--- config.mk ---
export PLATFORM = sky130hd
export DESIGN_NAME = nird_riu2_encoder
export DESIGN_NICKNAME = d
export VERILOG_FILES = /design/src/rtl/nird_riu2_encoder.sv
export SDC_FILE = /design/constraint.sdc
export NUM_CORES = 1
export LEC_CHECK = 0
export ABC_AREA = 1
export ABC_CLOCK_PERIOD_IN_PS = 1900
export CAP_MARGIN = 25
export CORE_AREA = 2 2 74 76
export CTS_BUF_LIST = sky130_fd_sc_hd__clkbuf_8
export DETAILED_ROUTE_END_ITERATION = 10
export DIE_AREA = 0 0 76 78
export GPL_TIMING_DRIVEN = 0
export PLACE_DENSITY = 0.92
export RECOVER_POWER = 25
export SYNTH_ARGS = -nofsm -noshare
export SYNTH_HDL_FRONTEND = slang
export SYNTH_SLANG_ARGS = --single-unit
--- constraint.sdc ---
create_clock -name clk -period 1.9 [get_ports clk]
set_input_delay 0.19 -clock clk [delete_from_list [all_inputs] [get_ports clk]]
set_output_delay 0.19 -clock clk [all_outputs]
set_load 0.05 [all_outputs]
--- src/rtl/nird_riu2_encoder.sv ---
// Rotation-invariant uniform LBP (riu2) encoder: a 2-stage per-channel datapath
// plus a frame-tracking FSM that counts pixels and flags protocol errors.
module nird_riu2_encoder #(
  parameter int P    = 8,
  parameter int CH   = 2,
  parameter int COLS = 30,
  parameter int ROWS = 30,
  parameter int MODE = 0
) (
  input  logic                                clk,
  input  logic                                rst,
  input  logic                                done_i,
  input  logic                                progress_done_i,
  input  logic [CH*P-1:0]                     bits_i,
  output logic [CH*P-1:0]                     data_o,
  output logic                                done_o,
  output logic                                progress_done_o,
  output logic [$clog2(COLS*ROWS+1)-1:0]      pix_cnt_o,
  output logic                                err_o
);

  localparam int UW        = $clog2(P + 1);
  localparam int CW        = $clog2(COLS * ROWS + 1);
  localparam int TOTAL     = COLS * ROWS;
  localparam int NONUNI    = P + 1;
  localparam int MODE_RIU2 = 0;
  localparam int MODE_RAW  = 1;
  localparam int MODE_UNI  = 2;

  localparam logic [CW-1:0] TOTAL_C   = TOTAL[CW-1:0];
  localparam logic [P-1:0]  NONUNI_C  = NONUNI[P-1:0];
  localparam logic [UW-1:0] U_LIMIT   = UW'(2);

  typedef enum logic [1:0] {
    IDLE  = 2'd0,
    RUN   = 2'd1,
    FLUSH = 2'd2
  } state_t;

  // Circular 0/1 transitions: compare every bit with its right-rotated neighbour.
  function automatic logic [UW-1:0] trans_count(input logic [P-1:0] pat);
    logic [P-1:0]  rot;
    logic [UW-1:0] n;
    rot = {pat[0], pat[P-1:1]};
    n   = '0;
    for (int k = 0; k < P; k++) begin
      n = n + UW'(pat[k] ^ rot[k]);
    end
    return n;
  endfunction

  function automatic logic [UW-1:0] pop_count(input logic [P-1:0] pat);
    logic [UW-1:0] n;
    n = '0;
    for (int k = 0; k < P; k++) begin
      n = n + UW'(pat[k]);
    end
    return n;
  endfunction

  state_t                  state_r;
  state_t                  state_nxt_s;
  logic                    flush_cnt_r;
  logic                    flush_nxt_s;
  logic                    accept_s;
  logic                    cnt_full_s;
  logic                    reach_s;
  logic [CW-1:0]           cnt_inc_s;
  logic [CW-1:0]           cnt_nxt_s;
  logic                    pulse_nxt_s;
  logic                    err_nxt_s;

  logic [CH-1:0][UW-1:0]   trans_s;
  logic [CH-1:0][UW-1:0]   ones_s;
  logic [CH-1:0][UW-1:0]   trans_r;
  logic [CH-1:0][UW-1:0]   ones_r;
  logic [CH*P-1:0]         raw_r;
  logic                    valid_r;
  logic [CH*P-1:0]         code_s;

  // Pixels arriving while the pipeline drains are rejected (and flagged below).
  assign accept_s   = done_i && (state_r != FLUSH);
  assign cnt_full_s = (pix_cnt_o == TOTAL_C);
  assign cnt_inc_s  = cnt_full_s ? pix_cnt_o : pix_cnt_o + CW'(1);
  assign reach_s    = (cnt_inc_s == TOTAL_C);

  // Stage-1 features: per-channel transition count and popcount.
  always_comb begin
    trans_s = '0;
    ones_s  = '0;
    for (int c = 0; c < CH; c++) begin
      trans_s[c] = trans_count(bits_i[c*P +: P]);
      ones_s[c]  = pop_count(bits_i[c*P +: P]);
    end
  end

  // Stage-1 pipeline registers.
  always_ff @(posedge clk or posedge rst) begin
    if (rst) begin
      valid_r <= 1'b0;
      trans_r <= '0;
      ones_r  <= '0;
      raw_r   <= '0;
    end else begin
      valid_r <= accept_s;
      if (accept_s) begin
        trans_r <= trans_s;
        ones_r  <= ones_s;
        raw_r   <= bits_i;
      end
    end
  end

  // Stage-2 code selection from the registered features.
  always_comb begin
    code_s = '0;
    for (int c = 0; c < CH; c++) begin
      case (MODE)
        MODE_RIU2: begin
          if (trans_r[c] <= U_LIMIT) begin
            code_s[c*P +: P] = {{(P-UW){1'b0}}, ones_r[c]};
          end else begin
            code_s[c*P +: P] = NONUNI_C;
          end
        end
        MODE_RAW: code_s[c*P +: P] = raw_r[c*P +: P];
        MODE_UNI: begin
          if (trans_r[c] <= U_LIMIT) begin
            code_s[c*P +: P] = {{(P-UW){1'b0}}, ones_r[c]};
          end else begin
            code_s[c*P +: P] = '0;
          end
        end
        default: code_s[c*P +: P] = '0;
      endcase
    end
  end

  // Stage-2 output register; data_o holds between valid words.
  always_ff @(posedge clk or posedge rst) begin
    if (rst) begin
      done_o <= 1'b0;
      data_o <= '0;
    end else begin
      done_o <= valid_r;
      if (valid_r) begin
        data_o <= code_s;
      end
    end
  end

  // FSM state register.
  always_ff @(posedge clk or posedge rst) begin
    if (rst) begin
      state_r <= IDLE;
    end else begin
      state_r <= state_nxt_s;
    end
  end

  // FSM next-state logic; a frame ends on a full count or an upstream end-of-frame.
  always_comb begin
    state_nxt_s = state_r;
    case (state_r)
      IDLE: begin
        if (done_i) begin
          state_nxt_s = reach_s ? FLUSH : RUN;
        end else begin
          state_nxt_s = IDLE;
        end
      end
      RUN: begin
        if ((done_i && reach_s) || progress_done_i) begin
          state_nxt_s = FLUSH;
        end else begin
          state_nxt_s = RUN;
        end
      end
      FLUSH: begin
        if (flush_cnt_r) begin
          state_nxt_s = IDLE;
        end else begin
          state_nxt_s = FLUSH;
        end
      end
      default: state_nxt_s = IDLE;
    endcase
  end

  // FSM output logic: next values of the registered frame outputs.
  always_comb begin
    cnt_nxt_s   = pix_cnt_o;
    pulse_nxt_s = 1'b0;
    flush_nxt_s = 1'b0;
    err_nxt_s   = err_o;
    case (state_r)
      IDLE, RUN: begin
        if (accept_s) begin
          cnt_nxt_s = cnt_inc_s;
        end else begin
          cnt_nxt_s = pix_cnt_o;
        end
      end
      FLUSH: begin
        flush_nxt_s = ~flush_cnt_r;
        if (done_i) begin
          err_nxt_s = 1'b1;
        end else begin
          err_nxt_s = err_o;
        end
        if (flush_cnt_r) begin
          pulse_nxt_s = 1'b1;
          cnt_nxt_s   = '0;
        end else begin
          pulse_nxt_s = 1'b0;
        end
      end
      default: begin
        cnt_nxt_s   = '0;
        flush_nxt_s = 1'b0;
      end
    endcase
  end

  // Registered frame outputs and flush-phase counter.
  always_ff @(posedge clk or posedge rst) begin
    if (rst) begin
      flush_cnt_r     <= 1'b0;
      progress_done_o <= 1'b0;
      pix_cnt_o       <= '0;
      err_o           <= 1'b0;
    end else begin
      flush_cnt_r     <= flush_nxt_s;
      progress_done_o <= pulse_nxt_s;
      pix_cnt_o       <= cnt_nxt_s;
      err_o           <= err_nxt_s;
    end
  end

endmodule

==> results of run 1 <==
==> cells in the mapped netlist <==
| library cell | count |
|---|---|
| a31o_2 | 3 |
| inv_1 | 57 |
| clkbuf_1 | 4 |
| a31oi_1 | 1 |
| ha_1 | 18 |
| o21ai_0 | 28 |
| dfrtp_1 | 41 |
| nand3_2 | 3 |
| or2_2 | 2 |
| nand4_1 | 4 |
| nor2_2 | 2 |
| nand2_1 | 69 |
| xor2_1 | 11 |
| fa_1 | 14 |
| nor2_1 | 22 |
| xnor2_1 | 10 |
| xor2_2 | 1 |
| a22o_2 | 1 |
| nand3_1 | 8 |
| buf_4 | 8 |
| conb_1 | 1 |
| nor2_4 | 1 |
| a21oi_1 | 7 |
| o22ai_1 | 5 |
==> metrics by stage <==
step,worst slack (ps),instance area (µm²)
5_1_grt,-595,3600
6_report,-524,3600
3_5_place_dp,-1390,3310
2_1_floorplan,-685,2820
4_1_cts,-561,3540
3_3_place_gp,-1290,3310
==> layer usage <==
metal  GRT usage (%)  vias to the layer above
met3            4.07                       13
met4            6.55                        0
met2            42.8                       71
met5               0                        -
met1            22.6                     1128
li1                -                     1119
==> sequential cells by signal (all words and copies together) (netlist names) <==
name	flops
flush_cnt_r	1
progress_done_o	1
valid_r	1
ones_r	8
trans_r	8
pix_cnt_o	10
err_o	1
done_o	1
data_o	8
state_r	2
==> logic make-up after synthesis <==
kind of cell	Yosys count
DFF	41
xor gates and xnor gates	22
other	1
buffers and inverters	69
adders and majority gates	32
AOI/OAI and AO/OA	45
and+or+nand+nor	111
==> how the worst max path moves through the flow <==
stage	startpoint	endpoint	slack [ps]
finish	bits_i[4]	trans_r[1]	-520
global route	bits_i[1]	ones_r[1]	-590
CTS	bits_i[1]	ones_r[1]	-560
detailed placement	bits_i[0]	ones_r[1]	-1390
global placement	bits_i[0]	ones_r[1]	-1290
floorplan	bits_i[0]	ones_r[1]	-680
==> layout make-up <==
type	count	area, µm²
plain buffers	12	75.1
multi-input cells	218	1580
flip-flops and latches	41	1030
repair buffers	52	531
clock inverters	3	17.5
well taps	70	87.6
inverters	57	214
clock buffers	5	68.8
fillers	374	1440
==> cell usage in the layout (no fill, tap or decap), types with 3 or more instances in the layout <==
| cell | n |
|---|---|
| nand2_1 | 66 |
| inv_1 | 48 |
| dfrtp_1 | 39 |
| clkdlybuf4s50_1 | 23 |
| nor2_1 | 20 |
| buf_4 | 17 |
| o21ai_0 | 15 |
| ha_1 | 14 |
| o21ai_1 | 11 |
| xor2_1 | 9 |
| inv_2 | 9 |
| fa_1 | 9 |
| nand3_1 | 8 |
| xnor2_1 | 8 |
| conb_1 | 8 |
| buf_6 | 8 |
| dlygate4sd2_1 | 6 |
| o22ai_1 | 5 |
| fa_2 | 5 |
| clkbuf_8 | 5 |
| clkbuf_1 | 4 |
| a21oi_1 | 4 |
| nor2_2 | 4 |
| nand4_1 | 4 |
| ha_4 | 4 |
| buf_8 | 4 |
| nand2_2 | 3 |
| a31o_2 | 3 |
| nand3_2 | 3 |
| a21oi_2 | 3 |
| xor2_2 | 3 |
==> worst min-delay path, stage by stage <==
cell     delay [ps]
buf_6           100
ha_4            130
nand2_2          40
nand2_1          40
==> where the power goes <==
part           internal (mW)  switching (mW)
registers               1.17           0.193
logic                  0.923            1.44
clock network          0.254           0.317
==> repair_timing <==
action / CTS / global route
buffers inserted: 8 / 7
setup endpoints to repair: 16 / 18
pin swaps: 23 / 17
gates resized for setup: 92 / 12
==> flow_summary.ini, run 1 <==
[outcome]
outcome = finished, violations left
violations = max-capacitance violations, max-slew violations, negative setup slack

[synth]
synth-warning-count = 0
synth_top_area_share_pct = 37.4
synth_seq_cells = 41
yosys-top-cells-area = dfrtp_1 37%, fa_1 10%, nand2_1 9.4%, ha_1 8.2%, inv_1 7.8%
avgSynthCellArea_um2 = 8.56
synthMuxAreaShare_pct = 0
netlist_area_um2 = 2750
netlist_instances = 321
synth.distinct_cells = 24
synth_xor_area_share_pct = 7.29
yosys.area_share.simple_pct = 17.2
synth_compound_gate_area_share_pct = 9.07
synth_fa_ha_area_share_pct = 18.4
synth_top_area_cell = dfrtp_1
yosysSeqAreaShare_pct = 37.4
synth_top_family_by_area = adder cells

[grt]
grt_overflow = 0
grt_max_degree = 42
grt_pass1_wl_mm = 10.3
antenna_found_initial = 0
grt_pass1_vias = 2452
track_usage_pct = 21.4

[worst_setup_path]
reg2reg_from = pix_cnt_o[1]
startpoint_type = input pin
cp_num_buf_inv = 4
r2r_slack_ps = 150
max_stage_delay_ps = 580
critical_path.endpoint_type = flip-flop
worstPathRequired_ps = 2130
worstPathCellList = buf_8 > xor2_2 > ha_1 > inv_1 > fa_1 > fa_2 > inv_2 > ha_4 > inv_2 > fa_2 > o21ai_1
critical_path_class = input pin to flip-flop
arrival_ps = 2650
critPathTopFamily = adder cells
cp_num_cells = 11
r2r_cells = 13
crit_slowest_cell = fa_2
cp_max_fo = 2
timing.rr.end = state_r[1]

[timing]
finClkSkew_ps = 4.91
rsz0062_at_grt = true
period_needed_ps = 2420
drv_slew = 1
setup_viol = 16
relSlewSlack_pct = -0.0890
fmax_mhz = 413
fin_setup_tns_ps = -5450
hold_viol_final = 0
setup_ws_ps = -524
finalCritPeriodShare_pct = 128
holdWs_ps = 243
worst_pin_slew_ps = 1500

[floorplanning]
num_rows = 26
io_pins = 49
start_util_pct = 54.5
fp.dieArea_um2 = 5930
coreArea_um2 = 5040
dieHeight_um = 78
die_x_um = 76

[drt]
wl_met2_mm = 3.33
firstDrtPassIters = 4
route.top_layer_used = met4
wl_per_cell_um = 12.9
wl_met3_um = 237
drc = 0
viasPerCell = 5.09
wl_mm = 5.89
vias = 2331
wl_met1_mm = 2.23
ant_nets = 0
first_iter_violations = 78

[clock_tree]
numCtsBuffers = 5
htreeDepth = 2
cts_root_buf = clkbuf_8
clkLatencyLatePin_ps = 300
clock_sinks = 41
cts_tree = done
clkTransAtPathRegs_ps = 80
cts_buffer_depth = 2
cts_hold_buf = 0

[min_path]
hold_path_class = input pin to flip-flop
worstHoldEndpoint = ones_r[0]
whs_path_depth = 4
hp-start = bits_i[2]

[layout]
drive_gt1_share_pct = 21.9
final_cells = 458
area.growth.synth_to_final_pct = 31.2
utilization_pct = 71.5
antennaDiodeCount = 0
finalNetCount = 439

[placement]
dp.cells = 438
port_buffers = 40
dp_hpwl_mm = 4.42
gp_congestion = 0.920

[power]
finalPower_mw = 4.30
powerDensity_nw_per_um2 = 1190
p_leak_nw = 1.73
peakVddDrop_uv = 524

[flow_run]
max-cap-violations = 1
Note: power is estimated with default switching activity, not from simulation.
==> run 2, diff against run 1 <==
Settings changed: PLACE_DENSITY 0.92 to default, PLACE_DENSITY_LB_ADDON from default to 0.3.
==> flow_summary.ini, run 2 (synthesized netlist as in run 1, its figures left out) <==
[layout]
fin_area_um2 = 3590
largest_reg_flops = 10
regMostFlops = pix_cnt_o
layout.cells.most_common = nand2_1
drive_gt1_share_pct = 20.8
antennaDiodeCount = 0
utilization_pct = 71.2
final_cells = 454
area.growth.synth_to_final_pct = 30.7
final_cell_mix = 67 x nand2_1, 47 x inv_1, 39 x dfrtp_1
finalNetCount = 435

[timing]
setup_ws_ps = -552
fmax_mhz = 408
finClkSkew_ps = 11.4
finalCritPeriodShare_pct = 129
hold_viol_final = 0
drv_slew = 0
relSlewSlack_pct = 44.6
rsz0062_at_grt = true
worst_pin_slew_ps = 830
period_needed_ps = 2450
setup_viol = 16
holdWs_ps = 250

[worst_setup_path]
startpoint_type = input pin
cp-startpoint = bits_i[0]
critical_path_class = input pin to flip-flop
max_stage_delay_ps = 540
path_common_cell = fa_1
worstPathCellList = buf_8 > fa_1 > inv_1 > fa_1 > fa_1 > inv_2 > ha_4 > inv_2 > fa_2 > o21ai_2
arrival_ps = 2630
worstPathRequired_ps = 2080
reg2reg_from = pix_cnt_o[0]
r2r_cells = 11
critical_path.endpoint_type = flip-flop
crit_slowest_cell = fa_1
cp_max_fo = 3

[min_path]
whs_path_depth = 4
hold_path_class = input pin to flip-flop
hp-start = bits_i[2]

[clock_tree]
numCtsBuffers = 5
clock_sinks = 41
cts_tree = done
cts_root_buf = clkbuf_8
cts_hold_buf = 0
clkTransAtPathRegs_ps = 70
htreeDepth = 2
clkLatencyLatePin_ps = 300
cts_buffer_depth = 2

[drt]
wl_mm = 5.47
vias = 2222
firstDrtPassIters = 4
ant_nets = 0
viasPerCell = 4.89
first_iter_violations = 102
wl_per_cell_um = 12.1
drc = 0

[floorplanning]
die_x_um = 76
io_pins = 49
dieHeight_um = 78
num_rows = 26
start_util_pct = 54.5
fp.dieArea_um2 = 5930
coreArea_um2 = 5040

[placement]
dp.cells = 438
gp_congestion = 0.903
port_buffers = 40
dp_hpwl_mm = 4.18
dpl_cell_area_um2 = 3310

[power]
p_leak_nw = 1.72
peakVddDrop_uv = 666
finalPower_mw = 4.38
powerDensity_nw_per_um2 = 1220

[flow_run]
max-cap-violations = 0

[grt]
grt_pass1_wl_mm = 9.77
grt_pass1_vias = 2323
antenna_found_initial = 0
grt_max_degree = 42
track_usage_pct = 20.5
grt_overflow = 0

[outcome]
outcome = finished, violations left
violations = negative setup slack
run 2: cell count changes in the layout (fill, tap and decap cells not counted), moves of 2 or more:
cell / previous run / this run
clkinv_2: 2 / 0
buf_4: 17 / 15
buf_6: 8 / 6
inv_2: 9 / 11
run 2: layout make-up:
| class | instances | area [µm²] |
|---|---|---|
| Buffer | 12 | 75.1 |
| Clock buffer | 6 | 82.6 |
| Clock inverter | 2 | 33.8 |
| Fill cell | 404 | 1450 |
| Inverter | 57 | 214 |
| Multi-Input combinational cell | 218 | 1580 |
| Sequential cell | 41 | 1030 |
| Tap cell | 70 | 87.6 |
| Timing Repair Buffer | 48 | 493 |
run 2: worst paths after layout:
kind / to / slack (ps)
max: ones_r[1] / -550
min: ones_r[0] / 250
max reg2reg: state_r[1] / 190
min reg2reg: done_o / 380
max in group asynchronous: pix_cnt_o[0] / 810
min in group asynchronous: trans_r[2] / 490
run 2: metal layers:
layer,vias up,wire length (µm),share of wire [%],track usage [%]
li1,1105,-,-,-
met1,1048,2160,39,21.7
met2,59,2980,54,39.8
met3,10,237,4.3,4.19
met4,0,97,1.8,7.82
met5,-,0,0,0
run 2: critical path: cells and delay by family:
kind                       cells  cell delay [ps]
adders and majority gates      5             2110
buffers and inverters          4              270
AOI/OAI and AO/OA              1               60
run 2: what timing repair did:
item                       4_1_cts  5_1_grt
setup buffers                    6        3
pin swaps                       22       16
setup endpoints to repair       16       19
resized for setup               90        9
run 2: through the flow:
step	setup TNS [ps]	worst slack [ps]
CTS	-5690	-571
floorplan	-6750	-685
global placement	-19210	-1320
detailed placement	-18230	-1400
global route	-6550	-613
finish	-5480	-552
run 2: power breakdown:
| group | leakage (nW) | internal, mW | switching, mW |
|---|---|---|---|
| clock | 0.0626 | 0.423 | 0.308 |
| sequential | 0.517 | 1.17 | 0.198 |
| combinational | 1.14 | 0.881 | 1.39 |
==> RTL edit (settings of run 1) <==
Set the parameter `ROWS` to 60 (it was 30).
--- a/src/rtl/nird_riu2_encoder.sv
+++ b/src/rtl/nird_riu2_encoder.sv
@@ -5,5 +5,5 @@
   parameter int CH   = 2,
   parameter int COLS = 30,
-  parameter int ROWS = 30,
+  parameter int ROWS = 60,
   parameter int MODE = 0
 ) (
Interface: changed (resized pix_cnt_o); port bits go from 49 to 50. The function was not compared with the original's and may differ.
==> RTL edit against run 1 <==
  * The flow finishes with violations (setup timing)
  * Synthesized area increased by 6.5%
  * Register-to-register slack about the same
  * Worst setup slack got worse by 0.17 ns
  * Sequential cell count increased by 1
  * Clock power increased by 9.8%
  * Wire length increased by 23%
  * Cell area increased by 6.7%
  * Power increased by 5.8%
  * Combinational power increased by 7%
  * Sequential share of layout area decreased by 1.2 points
  * Largest cell class unchanged
==> RTL edit: results (changes against run 1) <==
.. list-table::
   :header-rows: 1

   * - Metric
     - Value
   * - I/O Buffers
     - 41 (was 40)
   * - Largest incremental delay on the critical path
     - 0.62 ns (was 0.58 ns)
   * - Peak supply drop
     - 0.743 mV (was 0.524 mV)
   * - Leakage power
     - 1.83 nW (was 1.73 nW)
   * - Worst slack, placed
     - -1.48 ns (was -1.39 ns)
   * - Mean cell area of the mapped netlist
     - 8.31 um^2 (was 8.56 um^2)
   * - Post-synth top cells
     - 72 x sky130_fd_sc_hd__nand2_1, 61 x sky130_fd_sc_hd__inv_1, 42 x sky130_fd_sc_hd__dfrtp_1 (was 69 x sky130_fd_sc_hd__nand2_1, 57 x sky130_fd_sc_hd__inv_1, 41 x sky130_fd_sc_hd__dfrtp_1)
   * - Syn Inst Count
     - 352 (was 321)
   * - Dominant delay contributor by cell family on the critical path
     - adder cells (unchanged)
   * - Fraction of layout cells with a size suffix above 1
     - 26.1% (was 21.9%)
   * - Slew at the pin closest to its max-slew limit
     - 0.848 ns (was 1.50 ns)
   * - Wire length reported by the detailed router
     - 7260 um (was 5890 um)
   * - Share of synthesized area occupied by flip-flops and latches
     - 35.9% (was 37.4%)
   * - First-pass GRT wire length
     - 11,400 um (was 10,300 um)
   * - Data arrival time at the worst-slack endpoint
     - 2.83 ns (was 2.65 ns)
   * - Pin count of the biggest net entering global routing
     - 43 (was 42)
   * - Overall Global Routing Usage
     - 24.2% (was 21.4%)
   * - Run status
     - complete, but fails checks (unchanged)
   * - Wirelength per Cell
     - 14.8 um (was 12.9 um)
   * - Filler cell count in the final layout
     - 339 (was 374)
   * - Hold/Removal Path Class
     - in2reg (unchanged)
   * - Max FFs per register
     - 11 (was 10)
   * - Total vias in the final route
     - 2,553 (was 2,331)
   * - Weighted congestion reported at the end of routability-driven placement
     - 0.859 (was 0.920)
   * - Dominant cells by area after synthesis
     - sky130_fd_sc_hd__dfrtp_1 36%, sky130_fd_sc_hd__fa_1 9.6%, sky130_fd_sc_hd__nand2_1 9.2%, sky130_fd_sc_hd__inv_1 7.8%, sky130_fd_sc_hd__ha_1 7.7% (was sky130_fd_sc_hd__dfrtp_1 37%, sky130_fd_sc_hd__fa_1 10%, sky130_fd_sc_hd__nand2_1 9.4%, sky130_fd_sc_hd__ha_1 8.2%, sky130_fd_sc_hd__inv_1 7.8%)
   * - Number of library cell types mapped by synthesis
     - 29 (was 24)
   * - Clock network latency to the later pin of the worst-skew pair
     - 0.30 ns (about the same)
   * - Violated checks
     - setup timing (was capacitance limit, slew limit, setup timing)
   * - Worst setup slack after layout
     - -0.695 ns (was -0.524 ns)
   * - DRT iter0 DRCs
     - 149 (was 78)
   * - Final Setup Violations
     - 16 (unchanged)
RTL edit: changes by cell type in the layout (fill, tap and decap cells not counted), sizes merged, moves of 2 or more:
cell   delta
nand2     +9
inv       +8
nor2      +5
o22ai     +5
buf       +4
o21ai     -4
nand3     +3
nand4     +3
xnor2     -2
RTL edit: worst paths after layout:
path,startpoint,end,slack [ns],cells after the start
min,bits_i[2],ones_r[0],0.35,5
max in group asynchronous,rst,pix_cnt_o[0],0.82,2
max reg2reg,pix_cnt_o[0],state_r[1],0.15,13
min reg2reg,valid_r,done_o,0.41,0
min in group asynchronous,rst,data_o[8],0.51,2
max,bits_i[11],trans_r[5],-0.69,12
RTL edit: area by class of cell:
type                       instances  area (um^2)  area share [%]
timing repair buffer              54          527            13.7
clock buffer                       5         68.8            1.79
inverter                          64          243            6.31
sequential                        42         1050            27.4
clock inverter                     3         28.8           0.748
buffer                            15         95.1            2.47
tap                               70         87.6            2.28
multi-input combinational        238         1740            45.3
RTL edit: tightest hold or removal path: cells and delay by family:
family	cells	cell delay (ns)
adder cells (fa/ha/maj)	1	0.13
buffers and inverters	2	0.22
AND/OR/NAND/NOR	2	0.08
RTL edit: kinds of logic after synthesis:
group / count (synthesis) / share of synthesized area, %
simple gates: 132 / 20.5
fa+ha+maj: 32 / 17.3
compound gates: 46 / 8.68
buf+inv: 79 / 11.5
xor+xnor: 20 / 5.99
flops: 42 / 35.9
other cells: 1 / 0.128
RTL edit: through the flow:
| step | power, W | setup TNS (ns) | cell area [um^2] |
|---|---|---|---|
| final | 0.00455 | -6.86 | 3850 |
| after detailed placement | 0.00356 | -18.11 | 3490 |
| after CTS | 0.00433 | -6.10 | 3720 |
| after floorplan | 0.00293 | -6.78 | 2990 |
| after global placement | 0.00344 | -20.60 | 3490 |
| after global routing | 0.00486 | -7.57 | 3850 |
RTL edit: report_power, final:
part	switching [W]	total [W]	internal [W]
Combinational	0.00157	0.00254	0.000973
Clock	0.000352	0.000627	0.000275
Sequential	0.000196	0.00138	0.00119
RTL edit: timing repair:
item | in CTS | in global routing
setup endpoints to repair | 16 | 18
buffers inserted | 7 | 7
gates resized for setup | 93 | 19
pin swaps | 21 | 22
endpoints found under the hold margin | 0 | 0
RTL edit: per-layer routing:
| layer | share of wire (%) | GRT usage [%] | up-vias |
|---|---|---|---|
| met2 | 56 | 47.2 | 77 |
| li1 | - | - | 1218 |
| met1 | 37 | 25.3 | 1235 |
| met4 | 3.6 | 10.9 | 0 |
| met3 | 3.7 | 4.19 | 23 |
| met5 | 0 | 0 | - |
